--- config.mk ---
export PLATFORM = sky130hd
export DESIGN_NAME = uart_rx_fifo
export DESIGN_NICKNAME = d
export VERILOG_FILES = /design/src/rtl/uart_rx_fifo.sv
export SDC_FILE = /design/constraint.sdc
export NUM_CORES = 1
export LEC_CHECK = 0
export CORE_UTILIZATION = 40
export CTS_CLUSTER_DIAMETER = 30
export CTS_CLUSTER_SIZE = 20
export DETAILED_ROUTE_END_ITERATION = 12
export PLACE_DENSITY_LB_ADDON = 0.08
export SYNTH_ARGS = -nofsm -noshare
export SYNTH_HDL_FRONTEND = slang
export SYNTH_SLANG_ARGS = --single-unit
--- constraint.sdc ---
create_clock -name clk -period 3.4 [get_ports clk]
set_input_delay 0.51 -clock clk [delete_from_list [all_inputs] [get_ports clk]]
set_output_delay 0.51 -clock clk [all_outputs]
set_load 0.005 [all_outputs]
--- src/rtl/uart_rx_fifo.sv ---
// ---------------------------------------------------------------------------
// uart_rx_fifo
//   UART receive front end. The serial line is synchronised, 8N1 frames are
//   deframed by an oversampling state machine, and received characters are
//   buffered in a small FIFO drained by a valid/ready consumer. Framing
//   errors and FIFO overruns are reported as sticky flags.
//
// Ports
//   clk          system clock, all logic on the rising edge
//   rst          synchronous, active-high reset
//   rx_i         asynchronous serial line, idle high
//   data_o       FIFO head character (combinational from storage)
//   valid_o      FIFO non-empty
//   ready_i      consumer pops the head when valid_o & ready_i
//   count_o      current FIFO occupancy
//   busy_o       receiver is mid-frame
//   frame_err_o  sticky: stop bit sampled low
//   overrun_o    sticky: character arrived with the FIFO full
//   clear_i      one-cycle pulse clearing both sticky flags
// ---------------------------------------------------------------------------
module uart_rx_fifo #(
    parameter int DATA_WIDTH  = 8,
    parameter int BAUD_RATE   = 115200,
    parameter int CLOCK_SPEED = 100000000,
    parameter int FIFO_DEPTH  = 8
) (
    input  logic                          clk,
    input  logic                          rst,
    input  logic                          rx_i,
    output logic [DATA_WIDTH-1:0]         data_o,
    output logic                          valid_o,
    input  logic                          ready_i,
    output logic [$clog2(FIFO_DEPTH):0]   count_o,
    output logic                          busy_o,
    output logic                          frame_err_o,
    output logic                          overrun_o,
    input  logic                          clear_i
);

    localparam int CLKS_PER_BIT = CLOCK_SPEED / BAUD_RATE;
    localparam int HALF         = CLKS_PER_BIT / 2;
    localparam int CNT_W        = (CLKS_PER_BIT > 1) ? $clog2(CLKS_PER_BIT) : 1;
    localparam int IDX_W        = (DATA_WIDTH > 1) ? $clog2(DATA_WIDTH) : 1;
    localparam int AW           = $clog2(FIFO_DEPTH);
    localparam int CW           = AW + 1;

    typedef enum logic [1:0] {
        IDLE  = 2'd0,
        START = 2'd1,
        DATA  = 2'd2,
        STOP  = 2'd3
    } state_t;

    // Receiver registers
    logic                  r_sync1;
    logic                  r_rx_s;
    state_t                r_state;
    logic [CNT_W-1:0]      r_cnt;
    logic [IDX_W-1:0]      r_bit_idx;
    logic [DATA_WIDTH-1:0] r_shift;

    // FIFO registers
    logic [DATA_WIDTH-1:0] r_mem [FIFO_DEPTH];
    logic [AW-1:0]         r_wr_ptr;
    logic [AW-1:0]         r_rd_ptr;
    logic [CW-1:0]         r_count;
    logic                  r_frame_err;
    logic                  r_overrun;

    // Control wires
    state_t                w_state_next;
    logic                  w_cnt_clr;
    logic                  w_shift_en;
    logic                  w_push_req;
    logic                  w_frame_set;
    logic                  w_half_hit;
    logic                  w_bit_hit;
    logic                  w_full;
    logic                  w_pop;
    logic                  w_push;
    logic                  w_overrun_set;

    // Two-flop synchronizer; resets to the idle (high) line level so a reset
    // never looks like a start bit.
    // NOTE: sequential state uses non-blocking assignments so every flop
    // samples the pre-edge values of its neighbours.
    always_ff @(posedge clk) begin
        if (rst) begin
            r_sync1 <= 1'b1;
            r_rx_s  <= 1'b1;
        end else begin
            r_sync1 <= rx_i;
            r_rx_s  <= r_sync1;
        end
    end

    assign w_half_hit = (r_cnt == CNT_W'(HALF - 1));
    assign w_bit_hit  = (r_cnt == CNT_W'(CLKS_PER_BIT - 1));

    always_ff @(posedge clk) begin
        if (rst) begin
            r_state <= IDLE;
        end else begin
            r_state <= w_state_next;
        end
    end

    // NOTE: every signal gets a default before the case so no path through
    // the block leaves it unassigned, which would infer a latch.
    always_comb begin
        w_state_next = r_state;
        w_cnt_clr    = 1'b0;
        w_shift_en   = 1'b0;
        w_push_req   = 1'b0;
        w_frame_set  = 1'b0;
        case (r_state)
            IDLE: begin
                w_cnt_clr = 1'b1;
                if (!r_rx_s) begin
                    w_state_next = START;
                end
            end
            START: begin
                // Re-check the line mid start bit to reject glitches.
                if (w_half_hit) begin
                    w_cnt_clr    = 1'b1;
                    w_state_next = r_rx_s ? IDLE : DATA;
                end
            end
            DATA: begin
                if (w_bit_hit) begin
                    w_cnt_clr  = 1'b1;
                    w_shift_en = 1'b1;
                    if (r_bit_idx == IDX_W'(DATA_WIDTH - 1)) begin
                        w_state_next = STOP;
                    end
                end
            end
            STOP: begin
                if (w_bit_hit) begin
                    w_cnt_clr    = 1'b1;
                    w_push_req   = r_rx_s;
                    w_frame_set  = !r_rx_s;
                    w_state_next = IDLE;
                end
            end
            default: w_state_next = IDLE;
        endcase
    end

    // Baud counter, bit index and LSB-first shift register
    always_ff @(posedge clk) begin
        if (rst) begin
            r_cnt     <= '0;
            r_bit_idx <= '0;
            r_shift   <= '0;
        end else begin
            r_cnt <= w_cnt_clr ? '0 : r_cnt + CNT_W'(1);
            if (r_state != DATA) begin
                r_bit_idx <= '0;
            end else if (w_shift_en) begin
                r_bit_idx <= r_bit_idx + IDX_W'(1);
            end
            if (w_shift_en) begin
                r_shift <= {r_rx_s, r_shift[DATA_WIDTH-1:1]};
            end
        end
    end

    // FIFO control. A pop frees a slot in the same cycle, so a push into a
    // full FIFO still lands when the consumer pops alongside it.
    assign w_full        = (r_count == CW'(FIFO_DEPTH));
    assign w_pop         = ready_i && (r_count != '0);
    assign w_push        = w_push_req && (!w_full || w_pop);
    assign w_overrun_set = w_push_req && w_full && !w_pop;

    // NOTE: only entry 0 is reset, which is all that is needed for data_o to
    // read zero out of reset; the rest of the array stays plain storage.
    always_ff @(posedge clk) begin
        if (rst) begin
            r_mem[0] <= '0;
        end else if (w_push) begin
            r_mem[r_wr_ptr] <= r_shift;
        end
    end

    always_ff @(posedge clk) begin
        if (rst) begin
            r_wr_ptr <= '0;
            r_rd_ptr <= '0;
            r_count  <= '0;
        end else begin
            if (w_push) begin
                r_wr_ptr <= r_wr_ptr + AW'(1);
            end
            if (w_pop) begin
                r_rd_ptr <= r_rd_ptr + AW'(1);
            end
            case ({w_push, w_pop})
                2'b10:   r_count <= r_count + CW'(1);
                2'b01:   r_count <= r_count - CW'(1);
                default: r_count <= r_count;
            endcase
        end
    end

    // Sticky flags: a set event in the same cycle as clear_i wins.
    always_ff @(posedge clk) begin
        if (rst) begin
            r_frame_err <= 1'b0;
            r_overrun   <= 1'b0;
        end else begin
            if (w_frame_set) begin
                r_frame_err <= 1'b1;
            end else if (clear_i) begin
                r_frame_err <= 1'b0;
            end
            if (w_overrun_set) begin
                r_overrun <= 1'b1;
            end else if (clear_i) begin
                r_overrun <= 1'b0;
            end
        end
    end

    assign data_o      = r_mem[r_rd_ptr];
    assign valid_o     = (r_count != '0);
    assign count_o     = r_count;
    assign busy_o      = (r_state != IDLE);
    assign frame_err_o = r_frame_err;
    assign overrun_o   = r_overrun;

endmodule

==> flow_metrics.py <==
metrics = {
    "clock_network": {
        "htreeDepth": 3,
        "cts_resized": 0,
        "cts_tree": "yes",
        "clockRootBuffer": "clkbuf_8",
        "cts_made_buffers": 9,
        "cts.clk_slew.worst_paths_ps": 100,
        "cts.sinks": 104,
        "clockBufferDepth": 2,
        "cts_hold_buf": 0,
        "postCtsSetupBuffers": 0,
        "clock_latency_ps": 360,
    },
    "routing": {
        "dr_total_vias": 2377,
        "drc": 0,
        "drt-pass1-iter-count": 4,
        "drtIter0Drc": 83,
        "wire_per_inst_um": 16.7,
        "routed_wl_um": 7790,
        "ant_nets": 0,
        "viasPerCell": 5.10,
    },
    "power": {
        "swShare": 0.216,
        "p_per_area_mw_per_mm2": 422,
        "power.net_switching_w": 0.000446,
        "p_int_w": 0.00162,
        "power_frac_comb": 0.019,
        "peakVddDrop_uv": 236,
        "p_clk_frac": 0.338,
        "pwr-share-seq": 0.643,
        "p_leak_nw": 1.56,
    },
    "die": {
        "dieHeight_um": 106,
        "core_area_mm2": 0.0104,
        "rows": 37,
        "start_util": 0.417,
        "io_pins": 21,
        "die_w_um": 106,
        "dieArea_mm2": 0.0113,
    },
    "synth": {
        "synth_seq_cells": 104,
        "synth_nets": 311,
        "ys_warn_count": 0,
        "seq_area_frac_synth": 0.627,
        "synthFlopType": "edfxtp_1",
        "synth_area_leaders": "edfxtp_1 44%, dfxtp_1 18%, mux4_2 8.3%, nor2_1 2.9%, mux2_2 2.6%",
        "async_reset_ff_frac": 0,
        "syn_inst": 299,
        "yosysTopAreaCell": "edfxtp_1",
        "synth_area_mm2": 0.00434,
        "synth-edff-count": 64,
        "synth_top_area_frac": 0.443,
        "synth_cell_types": 47,
        "avgSynthCellArea_um2": 14.5,
    },
    "sta": {
        "post-route-period-util": 0.884,
        "fin_tns_setup_ps": 0,
        "hold_violations": 0,
        "post-route-min-period_ps": 3000,
        "drv_slew": 0,
        "rsz0062_at_grt": "false",
        "slew_headroom": 0.480,
        "max_clock_freq_mhz": 333,
        "setup_viol": 0,
        "fin_worst_skew_ps": 8.78,
        "tightest_slew_ps": 777,
        "hold_ws_ps": 430,
    },
    "placed_design": {
        "dp_hpwl_um": 4990,
        "port_buffers": 20,
        "gp_congestion": 0.754,
        "dp.cells": 451,
    },
    "critical_path": {
        "cp-startpoint": "r_cnt[0]$_SDFF_PP0_",
        "crit_type": "reg2reg",
        "crit_required_ps": 3390,
        "cp-end-kind": "flop",
        "worstPathArrival_ps": 3000,
        "crit_path_max_incr_delay_ps": 640,
        "worstPathMaxFanout": 9,
        "crit_chain": "ha_1 > nand4bb_4 > nor4_2 > and3_1 > nand2_4 > nor3b_2",
        "crit_slowest_cell": "nor3b_2",
        "cp_top_family": "simple AND/OR/NAND/NOR gates",
        "worst-path-buf-inv": 0,
        "r2r_setup_slack_ps": 400,
        "worstSetupStartpointType": "flop",
        "worstReg2RegStart": "r_cnt[0]$_SDFF_PP0_",
    },
    "global_route": {
        "grt_pass1_vias": 2413,
        "antenna_found_initial": 0,
        "grt_pass1_wl_um": 12900,
        "grt_start_max_net_pins": 30,
        "grt_usage": 0.153,
        "overflow": 0,
    },
    "worst_hold_path": {
        "hp-class": "reg2reg",
        "hold_start": "r_sync1$_SDFF_PP1_",
    },
    "layout": {
        "fin_util": 0.471,
        "drive_above_1_share": 0.230,
        "fillCellCount": 946,
        "areaGrowthSynthToFinish_pct": 13.1,
        "antenna_cells": 0,
        "fin_cells": 466,
        "fin_nets": 338,
    },
    "flow_run": {
        "drv_cap": 0,
    },
    "outcome": {
        "status": "finished clean",
    },
}
cell usage in the layout, fill, tap and decap left out, types with 2 or more instances in the layout:
| cell | synthesis | routed |
|---|---|---|
| edfxtp_1 | 64 | 64 |
| dfxtp_1 | 40 | 40 |
| nor2_1 | 33 | 33 |
| clkdlybuf4s50_1 | 0 | 20 |
| nand2_1 | 18 | 18 |
| mux4_2 | 16 | 16 |
| mux2i_1 | 11 | 11 |
| mux2_2 | 10 | 10 |
| xor2_1 | 9 | 9 |
| clkbuf_8 | 0 | 9 |
| buf_4 | 0 | 9 |
| nand3_1 | 8 | 8 |
| and2_4 | 8 | 8 |
| xnor2_1 | 7 | 7 |
| ha_1 | 7 | 7 |
| a21oi_1 | 6 | 6 |
| nor3_1 | 5 | 5 |
| inv_1 | 4 | 4 |
| or2_2 | 3 | 3 |
| nand4_1 | 3 | 3 |
| clkinv_4 | 0 | 3 |
| nor4_2 | 1 | 2 |
| and3_1 | 2 | 2 |
| nor3b_2 | 2 | 2 |
| and3b_1 | 2 | 2 |
| and2_1 | 2 | 2 |
| nor2b_1 | 2 | 2 |
| a311oi_1 | 2 | 2 |
| and4_1 | 2 | 2 |
cell type report:
class / count / area, um^2 / share of cell area
Timing Repair Buffer: 29 / 268 / 0.0545
Tap cell: 136 / 170 / 0.0346
Clock buffer: 9 / 124 / 0.0252
Clock inverter: 6 / 53.8 / 0.0110
Inverter: 4 / 15.0 / 0.00306
Sequential cell: 104 / 2720 / 0.554
Multi-Input combinational cell: 178 / 1560 / 0.317
worst reg2reg max path, cell delays in order (launching register included):
cell	delay, ps
dfxtp_1	410
ha_1	280
nand4bb_4	190
nor4_2	520
and3_1	500
nand2_4	110
nor3b_2	640
power by group through the flow:
stage               registers [W]   logic, W  clock network [W]
floorplan                 0.00136  0.0000206                  0
global placement          0.00136  0.0000412                  0
detailed placement        0.00136  0.0000409                  0
CTS                       0.00133  0.0000411           0.000726
global route              0.00133  0.0000438           0.000765
finish                    0.00133  0.0000402           0.000699
routing by layer:
layer	up-vias	global-route usage	share of wire
met5	-	0	0
met4	0	0.0456	0.011
met1	1179	0.197	0.48
met3	10	0.0331	0.022
li1	1155	-	-
met2	33	0.258	0.49
worst paths after layout:
check | to | cells past startpoint
worst max-delay path | r_mem[3][7]$_DFFE_PP_ | 6
worst min-delay path | r_rx_s$_SDFF_PP1_ | 1
worst max register to register | r_mem[3][7]$_DFFE_PP_ | 6
worst min register to register | r_rx_s$_SDFF_PP1_ | 1
synthesized netlist by cell type, types with 2 or more instances:
cell / instances
a21oi_1: 6
mux4_2: 16
and3_1: 2
edfxtp_1: 64
and2_1: 2
nor3_1: 5
buf_2: 3
and4_1: 2
dfxtp_1: 40
nor3b_2: 2
and2_4: 8
and3b_1: 2
mux2_2: 10
mux2i_1: 11
ha_1: 7
xnor2_1: 7
clkbuf_1: 8
a311oi_1: 2
nor2b_1: 2
nor2_1: 33
inv_1: 4
nand4_1: 3
nor4_1: 2
nand2_1: 18
nand3_1: 8
xor2_1: 9
or2_2: 3
per-stage QoR:
| step | worst slack (ps) | power, W | cell area, um^2 |
|---|---|---|---|
| after floorplan | 676 | 0.00138 | 4340 |
| after global placement | 497 | 0.00140 | 4730 |
| after detailed placement | 384 | 0.00140 | 4730 |
| after CTS | 356 | 0.00210 | 4910 |
| after global routing | 186 | 0.00214 | 4910 |
| final | 395 | 0.00207 | 4910 |
logic make-up (layout without fill, tap and decap cells):
kind of cell / after synthesis / in the layout / synth area share
multiplexers: 37 / 37 / 0.134
buffers and inverters: 17 / 48 / 0.0173
AND/OR/NAND/NOR: 105 / 105 / 0.147
flip-flops: 104 / 104 / 0.627
adder cells (fa/ha/maj): 7 / 7 / 0.0202
AO/OA/AOI/OAI: 13 / 13 / 0.0219
XOR/XNOR: 16 / 16 / 0.0323
flip-flops by register name (all words and copies together), names as in the netlist, named ones only:
register / cells
r_rx_s: 1
r_bit_idx: 3
frame_err_o: 1
r_wr_ptr: 3
r_shift: 8
r_cnt: 10
r_sync1: 1
count_o: 4
r_mem: 64
r_rd_ptr: 3
overrun_o: 1
r_state: 1
No activity file was read; power rests on OpenSTA's default activity.
